`config.mk`:
```
export PLATFORM = sky130hd
export DESIGN_NAME = mem_access_stage
export DESIGN_NICKNAME = d
export VERILOG_FILES = /design/src/rtl/mem_access_stage.sv
export SDC_FILE = /design/constraint.sdc
export NUM_CORES = 1
export LEC_CHECK = 0
export ABC_AREA = 1
export CAP_MARGIN = 40
export CORE_ASPECT_RATIO = 1.4
export CORE_MARGIN = 2
export CORE_UTILIZATION = 50
export DETAILED_ROUTE_END_ITERATION = 8
export PLACE_DENSITY = 0.89
export SLEW_MARGIN = 20
export SYNTH_ARGS = -nofsm -noshare
export SYNTH_HDL_FRONTEND = slang
export SYNTH_SLANG_ARGS = --single-unit
```
`constraint.sdc`:
```
create_clock -name CLK -period 4.5 [get_ports CLK]
set_input_delay 1.125 -clock CLK [delete_from_list [all_inputs] [get_ports CLK]]
set_output_delay 1.125 -clock CLK [all_outputs]
set_load 0.01 [all_outputs]
```
`src/rtl/mem_access_stage.sv`:
```
`default_nettype none
// ============================================================================
// Module      : mem_access_stage
// Description : MEM pipeline stage. Registers EX results, aligns stores onto
//               byte lanes, runs a req/ready handshake to data memory while
//               stalling upstream, and returns right-justified load data to
//               write-back. Flags misaligned, illegal and timed-out accesses.
// Revision    : 1.0 - initial release
// ============================================================================
module mem_access_stage #(
    parameter int unsigned TIMEOUT_CYCLES = 255
) (
    input  logic        CLK,
    input  logic        RST,
    input  logic        EX_MEM_READ,
    input  logic        EX_MEM_WRITE,
    input  logic [2:0]  EX_FUNC3,
    input  logic [31:0] EX_ALU_RESULT,
    input  logic [31:0] EX_RS2_DATA,
    input  logic [31:0] EX_JAL_SELECTED,
    input  logic        EX_WRITE_ENABLE,
    input  logic        EX_DATA_MEM_SELECT,
    input  logic [4:0]  EX_RD,
    output logic        MEM_STALL,
    output logic        DMEM_REQ,
    output logic        DMEM_WE,
    output logic [31:0] DMEM_ADDR,
    output logic [3:0]  DMEM_BYTE_EN,
    output logic [31:0] DMEM_WDATA,
    input  logic [31:0] DMEM_RDATA,
    input  logic        DMEM_READY,
    output logic [2:0]  MEM_FUNC3,
    output logic        MEM_WRITE_ENABLE,
    output logic        MEM_DATA_MEM_SELECT,
    output logic [31:0] MEM_JAL_SELECTED,
    output logic [31:0] MEM_DATA_OUT,
    output logic [4:0]  MEM_RD,
    output logic        MEM_FAULT,
    output logic [31:0] MEM_FAULT_ADDR
);

    // Counter only needs to reach TIMEOUT_CYCLES; a zero timeout disables it.
    localparam int unsigned CNT_W = (TIMEOUT_CYCLES == 0) ? 1 : $clog2(TIMEOUT_CYCLES + 1);

    typedef enum logic [0:0] {
        S_IDLE   = 1'b0,
        S_ACCESS = 1'b1
    } state_t;

    state_t             state_q, state_d;
    logic [CNT_W-1:0]   cnt_q, cnt_d;

    logic               dmem_req_q, dmem_req_d;
    logic               dmem_we_q, dmem_we_d;
    logic [31:0]        dmem_addr_q, dmem_addr_d;
    logic [3:0]         dmem_byte_en_q, dmem_byte_en_d;
    logic [31:0]        dmem_wdata_q, dmem_wdata_d;

    logic [2:0]         mem_func3_q, mem_func3_d;
    logic               mem_write_enable_q, mem_write_enable_d;
    logic               mem_data_mem_select_q, mem_data_mem_select_d;
    logic [31:0]        mem_jal_selected_q, mem_jal_selected_d;
    logic [31:0]        mem_data_out_q, mem_data_out_d;
    logic [4:0]         mem_rd_q, mem_rd_d;
    logic               mem_fault_q, mem_fault_d;
    logic [31:0]        mem_fault_addr_q, mem_fault_addr_d;

    // Operation saved while the access is outstanding (EX is not held stable for us).
    logic               op_load_q, op_load_d;
    logic [2:0]         op_func3_q, op_func3_d;
    logic               op_we_q, op_we_d;
    logic               op_dms_q, op_dms_d;
    logic [31:0]        op_jal_q, op_jal_d;
    logic [4:0]         op_rd_q, op_rd_d;
    logic [31:0]        op_addr_q, op_addr_d;

    logic               is_store, is_load, is_mem;
    logic               func3_ok, align_ok, legal;
    logic [3:0]         st_byte_en;
    logic [31:0]        st_wdata;
    logic               timed_out;

    // Decode the EX operation: kind, legality and store lane placement.
    always_comb begin
        is_store   = EX_MEM_WRITE;
        is_load    = EX_MEM_READ & ~EX_MEM_WRITE;
        is_mem     = is_store | is_load;
        func3_ok   = 1'b0;
        align_ok   = 1'b0;
        st_byte_en = 4'b1111;
        st_wdata   = EX_RS2_DATA;

        if (is_store) begin
            func3_ok = (EX_FUNC3 <= 3'b010);
        end else begin
            func3_ok = !(EX_FUNC3 inside {3'b011, 3'b110, 3'b111});
        end

        // Access size comes from the low two bits (LBU/LHU share LB/LH sizes).
        case (EX_FUNC3[1:0])
            2'b00: begin
                align_ok   = 1'b1;
                st_byte_en = 4'b0001 << EX_ALU_RESULT[1:0];
                st_wdata   = {4{EX_RS2_DATA[7:0]}};
            end
            2'b01: begin
                align_ok   = ~EX_ALU_RESULT[0];
                st_byte_en = EX_ALU_RESULT[1] ? 4'b1100 : 4'b0011;
                st_wdata   = {2{EX_RS2_DATA[15:0]}};
            end
            2'b10: begin
                align_ok   = (EX_ALU_RESULT[1:0] == 2'b00);
            end
            default: begin
                align_ok   = 1'b0;
            end
        endcase

        legal = func3_ok & align_ok;
    end

    // Timeout fires when the counter has reached the limit and memory still is not ready.
    assign timed_out = (TIMEOUT_CYCLES != 0) && (cnt_q == CNT_W'(TIMEOUT_CYCLES));

    // Next-state and next-output logic for the IDLE/ACCESS handshake.
    always_comb begin
        state_d               = state_q;
        cnt_d                 = cnt_q;
        dmem_req_d            = dmem_req_q;
        dmem_we_d             = dmem_we_q;
        dmem_addr_d           = dmem_addr_q;
        dmem_byte_en_d        = dmem_byte_en_q;
        dmem_wdata_d          = dmem_wdata_q;
        mem_func3_d           = mem_func3_q;
        mem_write_enable_d    = mem_write_enable_q;
        mem_data_mem_select_d = mem_data_mem_select_q;
        mem_jal_selected_d    = mem_jal_selected_q;
        mem_data_out_d        = mem_data_out_q;
        mem_rd_d              = mem_rd_q;
        mem_fault_d           = 1'b0;
        mem_fault_addr_d      = mem_fault_addr_q;
        op_load_d             = op_load_q;
        op_func3_d            = op_func3_q;
        op_we_d               = op_we_q;
        op_dms_d              = op_dms_q;
        op_jal_d              = op_jal_q;
        op_rd_d               = op_rd_q;
        op_addr_d             = op_addr_q;

        case (state_q)
            S_IDLE: begin
                cnt_d = '0;
                if (is_mem) begin
                    // Memory ops leave a bubble until they complete.
                    mem_func3_d           = 3'b000;
                    mem_write_enable_d    = 1'b0;
                    mem_data_mem_select_d = 1'b0;
                    mem_jal_selected_d    = 32'h0;
                    mem_data_out_d        = 32'h0;
                    mem_rd_d              = 5'd0;
                    if (legal) begin
                        op_load_d      = is_load;
                        op_func3_d     = EX_FUNC3;
                        op_we_d        = EX_WRITE_ENABLE;
                        op_dms_d       = EX_DATA_MEM_SELECT;
                        op_jal_d       = EX_JAL_SELECTED;
                        op_rd_d        = EX_RD;
                        op_addr_d      = EX_ALU_RESULT;
                        dmem_req_d     = 1'b1;
                        dmem_we_d      = is_store;
                        dmem_addr_d    = {EX_ALU_RESULT[31:2], 2'b00};
                        dmem_byte_en_d = is_store ? st_byte_en : 4'b0000;
                        dmem_wdata_d   = is_store ? st_wdata : 32'h0;
                        state_d        = S_ACCESS;
                    end else begin
                        mem_fault_d      = 1'b1;
                        mem_fault_addr_d = EX_ALU_RESULT;
                    end
                end else begin
                    mem_func3_d           = EX_FUNC3;
                    mem_write_enable_d    = EX_WRITE_ENABLE;
                    mem_data_mem_select_d = EX_DATA_MEM_SELECT;
                    mem_jal_selected_d    = EX_JAL_SELECTED;
                    mem_data_out_d        = 32'h0;
                    mem_rd_d              = EX_RD;
                end
            end

            S_ACCESS: begin
                if (DMEM_READY || timed_out) begin
                    dmem_req_d     = 1'b0;
                    dmem_we_d      = 1'b0;
                    dmem_byte_en_d = 4'b0000;
                    cnt_d          = '0;
                    state_d        = S_IDLE;
                end else begin
                    cnt_d = cnt_q + 1'b1;
                end

                // READY takes priority over a timeout on the same edge.
                if (DMEM_READY) begin
                    mem_func3_d           = op_func3_q;
                    mem_write_enable_d    = op_we_q;
                    mem_data_mem_select_d = op_dms_q;
                    mem_jal_selected_d    = op_jal_q;
                    mem_rd_d              = op_rd_q;
                    mem_data_out_d        = op_load_q ? (DMEM_RDATA >> {op_addr_q[1:0], 3'b000}) : 32'h0;
                end else if (timed_out) begin
                    mem_write_enable_d    = 1'b0;
                    mem_fault_d           = 1'b1;
                    mem_fault_addr_d      = op_addr_q;
                end
            end

            default: begin
                state_d = S_IDLE;
            end
        endcase
    end

    // State and output registers; reset aborts any access in flight.
    always_ff @(posedge CLK) begin
        if (!RST) begin
            state_q               <= S_IDLE;
            cnt_q                 <= '0;
            dmem_req_q            <= 1'b0;
            dmem_we_q             <= 1'b0;
            dmem_addr_q           <= 32'h0;
            dmem_byte_en_q        <= 4'b0000;
            dmem_wdata_q          <= 32'h0;
            mem_func3_q           <= 3'b000;
            mem_write_enable_q    <= 1'b0;
            mem_data_mem_select_q <= 1'b0;
            mem_jal_selected_q    <= 32'h0;
            mem_data_out_q        <= 32'h0;
            mem_rd_q              <= 5'd0;
            mem_fault_q           <= 1'b0;
            mem_fault_addr_q      <= 32'h0;
            op_load_q             <= 1'b0;
            op_func3_q            <= 3'b000;
            op_we_q               <= 1'b0;
            op_dms_q              <= 1'b0;
            op_jal_q              <= 32'h0;
            op_rd_q               <= 5'd0;
            op_addr_q             <= 32'h0;
        end else begin
            state_q               <= state_d;
            cnt_q                 <= cnt_d;
            dmem_req_q            <= dmem_req_d;
            dmem_we_q             <= dmem_we_d;
            dmem_addr_q           <= dmem_addr_d;
            dmem_byte_en_q        <= dmem_byte_en_d;
            dmem_wdata_q          <= dmem_wdata_d;
            mem_func3_q           <= mem_func3_d;
            mem_write_enable_q    <= mem_write_enable_d;
            mem_data_mem_select_q <= mem_data_mem_select_d;
            mem_jal_selected_q    <= mem_jal_selected_d;
            mem_data_out_q        <= mem_data_out_d;
            mem_rd_q              <= mem_rd_d;
            mem_fault_q           <= mem_fault_d;
            mem_fault_addr_q      <= mem_fault_addr_d;
            op_load_q             <= op_load_d;
            op_func3_q            <= op_func3_d;
            op_we_q               <= op_we_d;
            op_dms_q              <= op_dms_d;
            op_jal_q              <= op_jal_d;
            op_rd_q               <= op_rd_d;
            op_addr_q             <= op_addr_d;
        end
    end

    assign MEM_STALL           = (state_q == S_ACCESS);
    assign DMEM_REQ            = dmem_req_q;
    assign DMEM_WE             = dmem_we_q;
    assign DMEM_ADDR           = dmem_addr_q;
    assign DMEM_BYTE_EN        = dmem_byte_en_q;
    assign DMEM_WDATA          = dmem_wdata_q;
    assign MEM_FUNC3           = mem_func3_q;
    assign MEM_WRITE_ENABLE    = mem_write_enable_q;
    assign MEM_DATA_MEM_SELECT = mem_data_mem_select_q;
    assign MEM_JAL_SELECTED    = mem_jal_selected_q;
    assign MEM_DATA_OUT        = mem_data_out_q;
    assign MEM_RD              = mem_rd_q;
    assign MEM_FAULT           = mem_fault_q;
    assign MEM_FAULT_ADDR      = mem_fault_addr_q;

endmodule
`default_nettype wire
```
==> results of run 1 <==
## registers in the layout, indices dropped and copies added (netlist names)
| signal | cells |
|---|---|
| MEM_FUNC3 | 3 |
| MEM_JAL_SELECTED | 32 |
| DMEM_WE | 1 |
| op_rd_q | 5 |
| op_dms_q | 1 |
| op_func3_q | 3 |
| MEM_DATA_MEM_SELECT | 1 |
| op_jal_q | 32 |
| cnt_q | 8 |
| MEM_STALL | 1 |
| DMEM_BYTE_EN | 4 |
| MEM_FAULT | 1 |
| op_load_q | 1 |
| MEM_DATA_OUT | 32 |
| MEM_WRITE_ENABLE | 1 |
| op_we_q | 1 |
| op_addr_q | 32 |
| MEM_RD | 5 |
| MEM_FAULT_ADDR | 32 |
| DMEM_WDATA | 32 |
| DMEM_REQ | 1 |
## layout by cell type (no fill, tap or decap), types with 5 or more instances in the layout
cell             synthesis  final
clkdlybuf4s50_1          0    317
o21ai_0                 30     30
nand2_2                 11     11
mux2i_1                 30     30
nor2_4                   2      5
nand3_1                 89     89
nand2_1                428    428
nor2_1                 118    117
a21oi_2                 10     10
o211ai_1                 8      8
buf_4                   36      9
clkbuf_16                0     23
inv_1                   19     19
mux2_2                  35     35
dfxtp_1                229    228
a21oi_1                175    175
clkbuf_8                 0      5
nor3_1                   9      9
## power by group
group	switching, uW	leakage (uW)	internal (uW)	total (uW)
Clock	815	0.000387	1200	2010
Combinational	444	0.00292	416	860
Sequential	72.2	0.00187	2140	2210
## synth_stat cells (all sizes together) (4+ instances only)
library cell	count
mux2i	30
o21ai	32
a21oi	185
buf	87
nand3	89
o211ai	8
dfxtp	229
nand4	4
o211a	4
mux2	35
nand2	440
o221ai	4
nor2	123
clkbuf	40
inv	23
nor3	9
## metal layers
metal | global-route usage (%) | vias up
met2 | 48.94 | 452
met5 | 0 | -
met1 | 30.98 | 4603
met4 | 12.16 | 0
li1 | - | 4846
met3 | 6.431 | 97
## per-stage QoR
stage	setup slack, ns	hold slack, ns	std cells
floorplan	2.256	0.4176	1355
global placement	0.8882	0.4280	1808
detailed placement	0.8620	0.4396	1812
CTS	1.382	0.4493	1854
global route	1.175	0.4756	1854
finish	1.292	0.4490	1855
## cells by family (layout without fill, tap and decap cells)
family / Yosys count / in the layout
AND/OR/NAND/NOR: 668 / 668
AO/OA/AOI/OAI: 234 / 234
flip-flops: 229 / 229
buffers and inverters: 152 / 399
multiplexers: 65 / 65
XOR/XNOR: 4 / 4
adder cells (fa/ha/maj): 1 / 1
other: 1 / 3
## worst paths after layout
path,cells past startpoint,start,endpoint
min reg2reg,1,cnt_q[0],cnt_q[0]
max,9,EX_FUNC3[0],op_addr_q[2]
min,1,cnt_q[0],cnt_q[0]
max reg2reg,5,MEM_STALL,op_jal_q[13]
## final cells by class
class                   count  area [sq um]
fillers                  1534          5939
multi-input cells         974          4747
flip-flops and latches    229          4588
repair buffers            332          3356
clock buffers              32         659.4
well taps                 252         315.3
clock inverters            10         137.6
inverters                  25         98.84
diodes                      1         2.502
==> results by group, run 1 <==
Run status
  – Outcome: finished, final reports clean

Die
  – Io pins: 321
  – Die area: 21370 sq um
  – Core box area: 19840 sq um
  – Starting Density: 50.90%
  – Num rows: 61
  – Die width: 124.1 um
  – Die H: 172.2 um

Routing
  – Wire length on met1: 11.62 mm
  – Residual DRC count: 0
  – Top routing layer in use: met4
  – Final antenna-violating net count: 0
  – Metal2 WL: 15.48 mm
  – Met3 Wirelength: 2.672 mm
  – Routed wire length: 31.20 mm
  – DR WL/cell: 16.82 um
  – Via count: 9998
  – DR vias/cell: 5.390
  – Iter 0 DRT Violations: 731
  – Pre-antenna DRT Iters: 6

Timing
  – Slew Viols, Final: 0
  – Final setup fails: 0
  – Final Cycle Share: 71.30%
  – Setup TNS: 0 ns
  – Rel. slew slack: 51.90%
  – Tmin final: 3.208 ns
  – Fmax: 311.7 MHz
  – RSZ-0062 raised after global routing: no
  – Setup Skew: 0.01643 ns
  – Slew at the pin closest to its max-slew limit: 0.7216 ns
  – Final Hold Fails: 0

Critical path
  – CP top delay family: simple AND/OR/NAND/NOR gates
  – CP max stage cell: clkdlybuf4s50_1
  – Critical-path maximum fanout: 29
  – CP Class: input pin to flip-flop
  – R2r setup slk: 1.82 ns
  – Critical path capture point type: flip-flop
  – Setup crit start kind: input pin
  – Worst path max stage delay: 0.55 ns
  – Crit-path cells: clkdlybuf4s50_1 -> nor2_2 -> inv_2 -> nand2_2 -> nand3_1 -> nor2_4 -> buf_4 -> nand2_1 -> a21oi_1
  – Worst EP arrival: 3.65 ns
  – Worst Path Required: 4.94 ns
  – Crit path buf inv count: 3

Power and ir drop
  – Max VDD drop: 0.0004012 V
  – Power, Total: 5083 uW
  – P_leak: 0.005175 uW
  – Power density cells: 365.5 nW/um^2

CTS
  – # clock sinks: 229
  – Hold Buf Count CTS: 0
  – Num CTS Buffers: 23
  – Setup bufs post-CTS: 0
  – CTS max path bufs: 3
  – Post-CTS resize count: 0
  – Clk Latency, worst-skew pair: 0.52 ns
  – CTS tree: built
  – H-tree levels: 1
  – CTS root buf: clkbuf_16
  – Clock slew at reported path FFs: 0.06 ns

Synthesis
  – Netlist Area Pre-Place: 10100 sq um
  – Synth Area in Compound Gates: 12.52%
  – Share of Yosys cell area claimed by the top area cell type: 45.39%
  – Synth area leaders: dfxtp_1 (45%), nand2_1 (16%), a21oi_1 (8.7%), nand3_1 (4.4%), nor2_1 (4.4%)
  – Cell count after synthesis: 1354
  – Synth Area in Simple Gates: 26.88%
  – Post-synth ARST share: 0%
  – Adder-cell share of the synthesized area: 0.1239%
  – Multiplexer share of the synthesized area: 6.876%
  – Post-Synth XOR/XNOR Area: 0.3469%
  – Syn_area_per_cell: 7.459 sq um
  – Largest area contributor in the netlist: dfxtp_1
  – Yosys warns: 0
  – Prevailing post-synth register cell: dfxtp_1
  – Largest family of logic cells by synthesized area: simple AND/OR/NAND/NOR gates
  – Flops & latches, synth: 229
  – EDFF count, synth: 0
  – Count of different cell masters after synthesis: 36
  – Register area share after synthesis: 45.39%

Global routing
  – First-pass GRT wire length: 47.05 mm
  – Overflow after GRT: 0
  – Vias in the first global route: 9394
  – Tot GR Track Use: 27.55%
  – Initial antenna violation count: 0
  – Pin count of the biggest net entering global routing: 108

Cells and area
  – Share of cells above drive strength 1: 7.615%
  – Layout Area Growth over Synthesis: 37.67%
  – Final core utilization: 70.07%
  – Net count, final: 1729
  – Design area: 13900 sq um

Flow run
  – Max-Cap Viols: 0

Hold path
  – Min-Delay Path Class: flip-flop to flip-flop

Placed design
  – Placed Instance Area: 13110 sq um
  – RePlAce Congestion: 0.9265
  – IO buf count: 318
  – DP Wirelength: 21.35 mm
(Power assumes the default switching activity.)
==> run 2: changes to the inputs <==
- CORE_UTILIZATION: 50 -> 47
- PLACE_DENSITY: 0.89 -> 0.85
- clock period: 4.5 -> 3.2 ns (I/O delays scaled with it)
==> run 2 against run 1 <==
First-iteration DRC count is 11% lower. Non-clock buffer count is 9 higher. Highest routed layer unchanged. Critical endpoint is now op_rd_q[1]. Sequential power is 40% higher. Largest power group unchanged. Register-to-register slack worse by 0.55 ns. Largest cell class unchanged. Setup slack worse by 0.46 ns. Worst hold slack worse by 0.0048 ns.
==> results by group, run 2 (same netlist as run 1, synthesis figures left out) <==
Critical path
  – Setup crit start kind: input pin
  – Worst EP arrival: 2.74 ns
  – Critical path capture point type: flip-flop
  – Setup crit start: EX_FUNC3[1]
  – Worst path max stage delay: 0.55 ns
  – R2R cell count: 9
  – Critical-path maximum fanout: 42
  – Critical R2R Capture: MEM_FAULT_ADDR[21]
  – CP max stage cell: clkdlybuf4s50_1
  – RR Startpoint: cnt_q[0]
  – Crit-path cells: clkdlybuf4s50_1 -> nor2_2 -> inv_2 -> nand2_2 -> and2_1 -> nand2_8 -> buf_12 -> nand2_1 -> a21oi_1
  – R2r setup slk: 1.27 ns
  – CP Class: input pin to flip-flop
  – Worst Path Required: 3.58 ns
  – Critical path destination: op_rd_q[1]

CTS
  – Clk Latency, worst-skew pair: 0.51 ns
  – CTS tree: built
  – H-tree levels: 1
  – Num CTS Buffers: 23
  – Hold Buf Count CTS: 0
  – Setup bufs post-CTS: 0
  – Post-CTS resize count: 0
  – CTS root buf: clkbuf_16
  – # clock sinks: 229
  – CTS max path bufs: 3
  – Clock slew at reported path FFs: 0.06 ns

Placed design
  – IO buf count: 318
  – Pre-CTS setup slack: 0.3487 ns
  – DP Wirelength: 21.55 mm
  – RePlAce Congestion: 0.9159
  – Placed Instance Area: 13180 sq um

Cells and area
  – Net count, final: 1738
  – Layout Area Growth over Synthesis: 38.37%
  – Share of cells above drive strength 1: 7.893%
  – Commonest non-fill, non-tap cell in the layout: nand2_1
  – Design area: 13970 sq um
  – Most frequent cells in the layout: nand2_1 (428), clkdlybuf4s50_1 (317), dfxtp_1 (228)

Die
  – Num rows: 63
  – Die H: 177.4 um
  – Io pins: 321
  – Die width: 127.9 um
  – Die area: 22690 sq um
  – Starting Density: 47.81%
  – Core box area: 21130 sq um

Global routing
  – First-pass GRT wire length: 47.79 mm
  – Vias in the first global route: 9502
  – Pin count of the biggest net entering global routing: 68
  – Overflow after GRT: 0
  – Tot GR Track Use: 25.91%
  – Initial antenna violation count: 1

Routing
  – Iter 0 DRT Violations: 651
  – DR vias/cell: 5.396
  – Via count: 10090
  – Final antenna-violating net count: 0
  – DR WL/cell: 16.70 um
  – Pre-antenna DRT Iters: 5
  – Residual DRC count: 0
  – Routed wire length: 31.24 mm

Power and ir drop
  – Max VDD drop: 0.0005132 V
  – P_leak: 0.005216 uW
  – Power density cells: 513.0 nW/um^2

Timing
  – Final hold slack: 0.4442 ns
  – Final Cycle Share: 73.97%
  – Fmax: 422.4 MHz
  – Tmin final: 2.367 ns
  – RSZ-0062 raised after global routing: no
  – Rel. slew slack: 52.87%
  – Final worst slack: 0.8328 ns
  – Final Hold Fails: 0
  – Slew at the pin closest to its max-slew limit: 0.7061 ns
  – Setup TNS: 0 ns
  – Slew Viols, Final: 0
  – Final setup fails: 0
  – Setup Skew: 0.01019 ns

Flow run
  – Max-Cap Viols: 0

Run status
  – Outcome: finished, final reports clean

Hold path
  – Min-Delay Path Class: flip-flop to flip-flop
  – Hold Crit Start: cnt_q[0]
[run 2: changes by cell type in the layout (fill, tap and decap cells not counted)]
cell	change
clkinvlp_4	-2
clkbuf_1	+2
inv_6	-1
clkbuf_8	-1
buf_4	+8
buf_16	-2
clkinv_2	-1
buf_12	+3
bufinv_16	+1
[run 2: worst min-delay path by stage]
stage,slack (ns),depth (start not counted),end
after floorplan,0.42,1,cnt_q[0]
after global placement,0.43,1,cnt_q[0]
after detailed placement,0.44,1,cnt_q[0]
after CTS,0.45,1,cnt_q[0]
after global routing,0.48,2,op_jal_q[13]
final,0.44,1,cnt_q[0]
[run 2: final cells by class]
class	count	area (sq um)
clock inverter	7	138.9
tap	260	325.3
antenna	1	2.502
multi-input combinational	974	4747
inverter	25	98.84
fill	1696	7151
timing repair buffer	341	3421
clock buffer	33	653.1
sequential	229	4588
[run 2: worst max-delay path: cells and delay by family]
family | cells | cell delay [ns]
buffers and inverters | 3 | 0.88
and+or+nand+nor | 5 | 0.96
AOI/OAI and AO/OA | 1 | 0.09
[run 2: routing by layer]
metal | share of wire [%] | global-route usage [%]
met1 | 37 | 29.85
met3 | 8.9 | 5.306
met5 | 0 | 0
met2 | 49 | 45.92
met4 | 4.9 | 11.81
[run 2: metrics by stage]
| step | instances | util [%] | power, uW |
|---|---|---|---|
| floorplan | 1355 | - | 3800 |
| global placement | 1828 | 62.32 | 4343 |
| detailed placement | 1829 | 62.39 | 4371 |
| CTS | 1869 | 66.14 | 7203 |
| global route | 1869 | 66.14 | 7420 |
| finish | 1870 | 66.15 | 7169 |
[run 2: power by group]
group | internal, uW | leakage, uW | total, uW | switching (uW)
Clock | 1740 | 0.000388 | 2850 | 1110
Combinational | 593 | 0.00296 | 1230 | 636
Sequential | 3000 | 0.00187 | 3090 | 89.9
Total | 5330 | 0.00522 | 7170 | 1840
